## src/rtl/alu_issue_ctrl_pkg.sv

```systemverilog
// Shared constants for the execute-stage ALU issue controller: opcode and
// ALU-operation encodings plus the FSM state type.
package alu_issue_ctrl_pkg;

    localparam logic [7:0] OPCODE_ADD      = 8'h01;
    localparam logic [7:0] OPCODE_SUB      = 8'h02;
    localparam logic [7:0] OPCODE_MUL      = 8'h03;
    localparam logic [7:0] OPCODE_LDB      = 8'h04;
    localparam logic [7:0] OPCODE_LDW      = 8'h05;
    localparam logic [7:0] OPCODE_STB      = 8'h06;
    localparam logic [7:0] OPCODE_STW      = 8'h07;
    localparam logic [7:0] OPCODE_MOV      = 8'h08;
    localparam logic [7:0] OPCODE_BEQ      = 8'h09;
    localparam logic [7:0] OPCODE_JUMP     = 8'h0A;
    localparam logic [7:0] OPCODE_TLBWRITE = 8'h0B;
    localparam logic [7:0] OPCODE_IRET     = 8'h0C;

    localparam logic [7:0] ALUOP_NOP      = 8'h00;
    localparam logic [7:0] ALUOP_ADD      = 8'h11;
    localparam logic [7:0] ALUOP_SUB      = 8'h12;
    localparam logic [7:0] ALUOP_MUL      = 8'h13;
    localparam logic [7:0] ALUOP_LDB      = 8'h14;
    localparam logic [7:0] ALUOP_LDW      = 8'h15;
    localparam logic [7:0] ALUOP_STB      = 8'h16;
    localparam logic [7:0] ALUOP_STW      = 8'h17;
    localparam logic [7:0] ALUOP_MOV      = 8'h18;
    localparam logic [7:0] ALUOP_BEQ      = 8'h19;
    localparam logic [7:0] ALUOP_JUMP     = 8'h1A;
    localparam logic [7:0] ALUOP_TLBWRITE = 8'h1B;
    localparam logic [7:0] ALUOP_IRET     = 8'h1C;

    localparam int CNT_W = 4;

    typedef enum logic {
        ALUCTRL_ST_IDLE     = 1'b0,
        ALUCTRL_ST_MUL_BUSY = 1'b1
    } aluctrl_state_e;

endpackage

```

## src/rtl/alu_opdecode.sv

```systemverilog
// Purely combinational opcode -> ALU operation table with a multiply flag
// and an unknown-opcode flag (unknown opcodes map to ALUOP_NOP).
module alu_opdecode
    import alu_issue_ctrl_pkg::*;
#(
    parameter int OPCODE_W = 8,
    parameter int ALUOP_W  = 8
) (
    input  logic [OPCODE_W-1:0] opcode_i,
    output logic [ALUOP_W-1:0]  aluop_o,
    output logic                is_mul_o,
    output logic                unknown_o
);

    // NOTE: every output gets a default before the case, so no path leaves a
    // signal unassigned and no latch is inferred.
    always_comb begin
        aluop_o   = ALUOP_W'(ALUOP_NOP);
        is_mul_o  = 1'b0;
        unknown_o = 1'b0;
        case (opcode_i)
            OPCODE_W'(OPCODE_ADD):      aluop_o = ALUOP_W'(ALUOP_ADD);
            OPCODE_W'(OPCODE_SUB):      aluop_o = ALUOP_W'(ALUOP_SUB);
            OPCODE_W'(OPCODE_MUL): begin
                aluop_o  = ALUOP_W'(ALUOP_MUL);
                is_mul_o = 1'b1;
            end
            OPCODE_W'(OPCODE_LDB):      aluop_o = ALUOP_W'(ALUOP_LDB);
            OPCODE_W'(OPCODE_LDW):      aluop_o = ALUOP_W'(ALUOP_LDW);
            OPCODE_W'(OPCODE_STB):      aluop_o = ALUOP_W'(ALUOP_STB);
            OPCODE_W'(OPCODE_STW):      aluop_o = ALUOP_W'(ALUOP_STW);
            OPCODE_W'(OPCODE_MOV):      aluop_o = ALUOP_W'(ALUOP_MOV);
            OPCODE_W'(OPCODE_BEQ):      aluop_o = ALUOP_W'(ALUOP_BEQ);
            OPCODE_W'(OPCODE_JUMP):     aluop_o = ALUOP_W'(ALUOP_JUMP);
            OPCODE_W'(OPCODE_TLBWRITE): aluop_o = ALUOP_W'(ALUOP_TLBWRITE);
            OPCODE_W'(OPCODE_IRET):     aluop_o = ALUOP_W'(ALUOP_IRET);
            default:                    unknown_o = 1'b1;
        endcase
    end

endmodule

```

## src/rtl/alu_issue_ctrl.sv

```systemverilog
// Registered ALU issue controller: decodes opcodes, sequences multi-cycle
// multiplies, honours stall/flush. Optional illegal_out via ALUCTRL_ILLEGAL_TRAP_EN.
module alu_issue_ctrl
    import alu_issue_ctrl_pkg::*;
#(
    parameter int OPCODE_W = 8,
    parameter int ALUOP_W  = 8,
    parameter int MUL_LAT  = 4
) (
    input  logic                clk,
    input  logic                reset,
    input  logic                valid_in,
    input  logic [OPCODE_W-1:0] opcode,
    output logic                ready_out,
    input  logic                stall_in,
    input  logic                flush_in,
    output logic                valid_out,
    output logic [ALUOP_W-1:0]  aluop_out,
    output logic                busy_out
`ifdef ALUCTRL_ILLEGAL_TRAP_EN
    ,
    output logic                illegal_out
`endif
);

    aluctrl_state_e     state_q, state_d;
    logic [CNT_W-1:0]   cnt_q, cnt_d;
    logic               valid_q, valid_d;
    logic [ALUOP_W-1:0] aluop_q, aluop_d;
    logic               busy_q, busy_d;
    logic               illegal_q, illegal_d;

    logic [ALUOP_W-1:0] dec_aluop;
    logic               dec_is_mul;
    logic               dec_unknown;
    logic               accept;

    alu_opdecode #(
        .OPCODE_W (OPCODE_W),
        .ALUOP_W  (ALUOP_W)
    ) u_opdecode (
        .opcode_i  (opcode),
        .aluop_o   (dec_aluop),
        .is_mul_o  (dec_is_mul),
        .unknown_o (dec_unknown)
    );

    assign ready_out = (state_q == ALUCTRL_ST_IDLE) && !stall_in;
    assign accept    = valid_in && ready_out;

    always_comb begin
        state_d   = state_q;
        cnt_d     = cnt_q;
        valid_d   = valid_q;
        aluop_d   = aluop_q;
        busy_d    = busy_q;
        illegal_d = illegal_q;
        if (flush_in) begin
            // aluop_out deliberately keeps its last value across a flush
            state_d   = ALUCTRL_ST_IDLE;
            cnt_d     = '0;
            valid_d   = 1'b0;
            busy_d    = 1'b0;
            illegal_d = 1'b0;
        end else if (!stall_in) begin
            case (state_q)
                ALUCTRL_ST_IDLE: begin
                    valid_d   = 1'b0;
                    illegal_d = 1'b0;
                    if (accept) begin
                        if (dec_is_mul && (MUL_LAT > 1)) begin
                            state_d = ALUCTRL_ST_MUL_BUSY;
                            cnt_d   = CNT_W'(MUL_LAT - 1);
                            aluop_d = ALUOP_W'(ALUOP_MUL);
                            busy_d  = 1'b1;
                        end else begin
                            aluop_d   = dec_aluop;
                            valid_d   = 1'b1;
                            illegal_d = dec_unknown;
                        end
                    end
                end
                ALUCTRL_ST_MUL_BUSY: begin
                    cnt_d = cnt_q - CNT_W'(1);
                    if (cnt_q == CNT_W'(1)) begin
                        state_d = ALUCTRL_ST_IDLE;
                        valid_d = 1'b1;
                        busy_d  = 1'b0;
                    end
                end
                default: state_d = ALUCTRL_ST_IDLE;
            endcase
        end
    end

    // NOTE: state registers use non-blocking assignments so every flop samples
    // the pre-edge value of the others, independent of statement order.
    always_ff @(posedge clk) begin
        if (reset) begin
            state_q   <= ALUCTRL_ST_IDLE;
            cnt_q     <= '0;
            valid_q   <= 1'b0;
            aluop_q   <= ALUOP_W'(ALUOP_NOP);
            busy_q    <= 1'b0;
            illegal_q <= 1'b0;
        end else begin
            state_q   <= state_d;
            cnt_q     <= cnt_d;
            valid_q   <= valid_d;
            aluop_q   <= aluop_d;
            busy_q    <= busy_d;
            illegal_q <= illegal_d;
        end
    end

    assign valid_out = valid_q;
    assign aluop_out = aluop_q;
    assign busy_out  = busy_q;

`ifdef ALUCTRL_ILLEGAL_TRAP_EN
    assign illegal_out = illegal_q;
`else
    logic unused_illegal;
    assign unused_illegal = illegal_q;
`endif

`ifndef SYNTHESIS
    always @(posedge clk) begin
        if (!reset && !flush_in && accept && dec_unknown)
            $warning("alu_issue_ctrl: unknown opcode 0x%0h retired as NOP", opcode);
    end
`endif

endmodule

```

## config.mk

```make
export PLATFORM = sky130hd
export DESIGN_NAME = alu_issue_ctrl
export DESIGN_NICKNAME = d
export VERILOG_FILES = /design/src/rtl/alu_issue_ctrl_pkg.sv /design/src/rtl/alu_opdecode.sv /design/src/rtl/alu_issue_ctrl.sv
export SDC_FILE = /design/constraint.sdc
export NUM_CORES = 1
export LEC_CHECK = 0
export CORE_MARGIN = 4
export CORE_UTILIZATION = 46
export DETAILED_ROUTE_END_ITERATION = 12
export PLACE_DENSITY = 0.82
export SYNTH_ARGS = -nofsm -noshare
export SYNTH_HDL_FRONTEND = slang
export SYNTH_SLANG_ARGS = --single-unit
export TNS_END_PERCENT = 100
```

## constraint.sdc

```tcl
create_clock -name clk -period 2.3 [get_ports clk]
set_input_delay 0.575 -clock clk [delete_from_list [all_inputs] [get_ports clk]]
set_output_delay 0.575 -clock clk [all_outputs]
set_load 0.1 [all_outputs]
```

; Yosys cells after proc, flatten, opt, wreduce, memory -nomap -nowiden
; Index checks and enable logic that the tools add are counted.
[totals]
register_bits = 15
latchBits = 0
mem_bits_rw = 0
rom_bits = 0
output_inout_bits = 11
word_cells = 51
memories = 0
[classes]
add_sub_neg = 1
n_mul = 0
div = 0
order_cmp = 0
eq_ne = 16
shifts = 0
mux = 18
bitwise_logic = 3
reduce_logical = 8
[op_table]
columns = operator, n
row1 = $pmux 5 s12, 1
row2 = $eq 8x4->1 const B, 5
row3 = $eq 8x3->1 const B, 4
row4 = $eq 8x2->1 const B, 2
row5 = $mux 1, 10
row6 = $eq 8x1->1 const B, 1
row7 = $mux 4, 2
row8 = $mux 8, 1
row9 = $pmux 4 s2, 1
row10 = $reduce_and 4->1, 2
row11 = $pmux 1 s2, 3
row12 = $eq 4x1->1 const B, 1
row13 = $ne 2x2->1 const B, 2
row14 = $sub 4x1->4 const B, 1
row15 = $not 1->1, 3
row16 = $reduce_and 3->1, 1
row17 = $logic_and 1x1->1, 2
row18 = $ne 2x1->1 const B, 1
row19 = $reduce_and 2->1, 1
row20 = $reduce_or 2->1, 1
row21 = $logic_not 1->1, 1

; Depth between registers and ports, before layout
[depth]
word_depth = 5
ltp_mapped = 5
ltp_nobuf = 5

; Modules after synthesis
; From an unflattened synthesis, not the netlist that was laid out.
[unflattened]
hier_cells = 99
hier_area_um2 = 849.6
[by_module_without_submodules]
columns = module, instances, cells_each, area_per_inst_um2
row1 = alu_issue_ctrl, 1, 81, 726.9
row2 = alu_opdecode, 1, 18, 122.6

; Worst setup path after synthesis
; Ideal clock, no wire load.
[synth_timing]
path_type = input to register
start = input port stall_in
end = register cnt_q[1]
setup_ns = 0.089
t_arrival_ns = 2.517
required_time_ns = 2.211
path_slack_ns = -0.306
stages = 3
n_path_buf = 0
cell_sequence = nor2_1 > nand4_2 > a221oi_2
[synth_between]
elab_chain_cells = 5
[synth_rtl]
columns = element, line
row1 = start: declaration, alu_issue_ctrl.sv:15  ; input logic stall_in,
row2 = $logic_not 1->1, -
row3 = $logic_and 1x1->1, alu_issue_ctrl.sv:48  ; assign ready_out = (state_q == ALUCTRL_ST_IDLE) && !stall_in;
row4 = $logic_and 1x1->1, alu_issue_ctrl.sv:49  ; assign accept = valid_in && ready_out;
row5 = $ne 2x2->1 (no source line), -
row6 = $reduce_and 3->1 (no source line) (*), -
row7 = end signal: assignment, alu_issue_ctrl.sv:108  ; cnt_q <= cnt_d;
row8 = end: declaration, alu_issue_ctrl.sv:27  ; logic [CNT_W-1:0] cnt_q, cnt_d;
; Every way passes the cells marked *; elsewhere a longest branch is shown, timed or not.
; A chain may end at the register's enable or synchronous reset.

; Worst setup path after layout
[layout_timing]
start = input port stall_in
end = output port ready_out
[layout_between]
elab_chain_cells = 2
[layout_rtl]
columns = element, line
row1 = $logic_not 1->1, -
row2 = $logic_and 1x1->1, alu_issue_ctrl.sv:48
row3 = end: declaration, alu_issue_ctrl.sv:14  ; output logic ready_out,
; Every way passes these cells.

==> results.sh <==
export IMPL_vias=634
export IMPL_path_depth=3
export IMPL_gp_congestion=0.843
export IMPL_finalHoldViolations=0
export IMPL_min_period_ns=2.03
export IMPL_cts_htree_levels=1
export IMPL_initial_core_util_pct=50.0
export IMPL_p_leak_uw=0.000332
export IMPL_internal_power_uw=338
export IMPL_power_switching_uw=135
export IMPL_syn_to_final_growth_pct=35.8
export IMPL_clk_path_buf_depth=2
export IMPL_dpl_cell_area_um2=870
export IMPL_fmax_mhz=492
export IMPL_worstSkewPairLatency_ns=0.27
export IMPL_antenna_found_initial=0
export IMPL_die_width_um=46.1
export IMPL_maxCapViolCount=0
export IMPL_synth_main_ff_cell="dfxtp_1"
export IMPL_worst_ep_required_time_ns=1.73
export IMPL_wire_per_inst_um=13.8
export IMPL_grt_pass1_vias=581
export IMPL_drtPass1Iterations=4
export IMPL_power_frac_comb_pct=19.9
export IMPL_maxSlewViolCount=0
export IMPL_pwr_density_cell_mw_per_mm2=522
export IMPL_ant_nets=0
export IMPL_endpoint_kind="output port"
export IMPL_crit_type="in -> out"
export IMPL_core_mm2=0.00133
export IMPL_post_route_cells_drive_above_1_share_pct=21.1
export IMPL_ff2ff_path_depth=3
export IMPL_drt_iter0_drc=12
export IMPL_route_detailed_drc=0
export IMPL_yosys_cell_types_count=33
export IMPL_grt_max_degree=10
export IMPL_hp_start="aluop_out[1]"
export IMPL_tns_ns=0
export IMPL_fin_crit_sh_pct=88.4
export IMPL_fp_dieArea_mm2=0.00212
export IMPL_cts_resized=0
export IMPL_grt_pass1_wl_mm=2.36
export IMPL_std_cell_rows=13
export IMPL_pre_cts_ws_ns=0.273
export IMPL_setup_ws_ns=0.267
export IMPL_final_area_um2=906
export IMPL_io_buffers=20
export IMPL_cts_buffers=3
export IMPL_die_y_um=46.1
export IMPL_fin_worst_skew_ns=0.00126
export IMPL_setup_viol=0
export IMPL_whs_ns=0.452
export IMPL_clock_sinks=12
export IMPL_grt_util_all_layers_pct=15.9
export IMPL_viasPerCell=5.76
export IMPL_r2r_end="cnt_q[3]"
export IMPL_status="complete, no violations"
export IMPL_synth_async_reset_ratio_pct=0
export IMPL_rrSetupSlack_ns=0.95
export IMPL_crit_family="buffers and inverters"
export IMPL_crit_path_start_kind="primary input"
export IMPL_ios=24
export IMPL_cts_tree="yes"
export IMPL_ctsRootBufferMaster="clkbuf_4"
export IMPL_routed_wl_mm=1.52
export IMPL_synth_cells=72
export IMPL_synth_area_um2=667
export IMPL_synth_seq_cells=12
export IMPL_synth_edff_count=0
export IMPL_ir_drop_v=0.000282
export IMPL_worstSetupStartpoint="stall_in"
export IMPL_crit_slowest_cell="clkdlybuf4s50_1"
export IMPL_final_cell_mix="dfxtp_1 (12), clkdlybuf4s50_1 (12), a21oi_1 (9), buf_4 (9), nand2_1 (6)"
export IMPL_cp_arrival_ns=1.46
export IMPL_grt_overflow_total=0
export IMPL_hold_end="aluop_out[1]"
export IMPL_cp_cell_sequence="clkdlybuf4s50_1, nor2_2, buf_12"
export IMPL_seq_area_frac_synth_pct=36.0
export IMPL_dp_hpwl_mm=1.17
export IMPL_utilization_pct=67.9
export IMPL_crit_buf_inv=2
export IMPL_yosysWarnings=0
export IMPL_power_switching_share_pct=28.6
export IMPL_rsz0062_at_grt="false"
export IMPL_holdPathStages=2
export IMPL_clkSlewWorstSetupHoldPaths_ns=0.08
export IMPL_nNetsFinal=111
export IMPL_cp_slowest_stage_delay_ns=0.44
export IMPL_critPathMaxFanout=4
export IMPL_min_path_type="reg -> reg"
export IMPL_n_antenna_cell=0
export IMPL_clkPwrFrac_pct=35.9
export IMPL_postCtsSetupBuffers=0
export IMPL_worstReg2RegStart="state_q"
export IMPL_cts_hold_buf=0
export IMPL_p_seq_share_pct=44.2
export IMPL_syn_avg_cell_area_um2=9.26
[synth_stat cells, drive strengths merged (2+ instances only)]
cell | number | area (um^2)
dfxtp | 12 | 240
a21oi | 9 | 45.0
nand2 | 6 | 22.5
nand4 | 6 | 43.8
buf | 4 | 30.0
o21ai | 4 | 20.0
nor3 | 3 | 15.0
ha | 2 | 25.0
inv | 2 | 7.51
nand3b | 2 | 15.0
nor2 | 2 | 7.51
[power by group through the flow]
stage          clock network [uW]  registers (uW)  logic, uW
3_3_place_gp                    0             214       91.8
4_1_cts                       172             209       93.9
5_1_grt                       180             209       97.7
2_1_floorplan                   0             222       48.3
6_report                      170             209       94.0
3_5_place_dp                    0             214       93.2
[how the worst max path moves through the flow]
stage | endpoint
detailed placement | ready_out
floorplan | cnt_q[1]
CTS | ready_out
global route | ready_out
finish | ready_out
global placement | ready_out
[registers in the layout (all words and copies together), names as in the netlist]
signal	cells
cnt_q	4
busy_out	1
valid_out	1
aluop_out	5
state_q	1
[area by class of cell]
type / instances / area [um^2]
Fill cell: 114 / 428
Multi-Input combinational cell: 55 / 395
Sequential cell: 12 / 240
Inverter: 2 / 7.51
Tap cell: 15 / 18.8
Clock buffer: 4 / 36.3
Timing Repair Buffer: 22 / 208
[routing by layer]
metal	part of all wire, %	GRT usage (%)	vias to the layer above
met1	43	17.5	297
met3	5.8	3.52	2
met2	50	27.7	22
li1	-	-	313
met5	0	0	-
met4	0.59	8.52	0
[kinds of logic after synthesis]
group	share of synthesized area, %
and+or+nand+nor	32.8
adders and majority gates	3.75
DFF	36.0
AOI/OAI and AO/OA	19.3
buffers and inverters	6.19
other	0.562
xor gates and xnor gates	1.31
[worst register-to-register path, stage by stage (launching register included)]
cell	delay, ns
dfxtp_1	0.55
nor2b_1	0.38
nand3b_1	0.12
a211oi_1	0.23
[stage by stage]
step                total power [uW]  cells
floorplan                        270     74
global placement                 306    106
detailed placement               307    106
CTS                              476    110
global route                     487    110
finish                           473    110
Power figures use the tool's default switching activity.
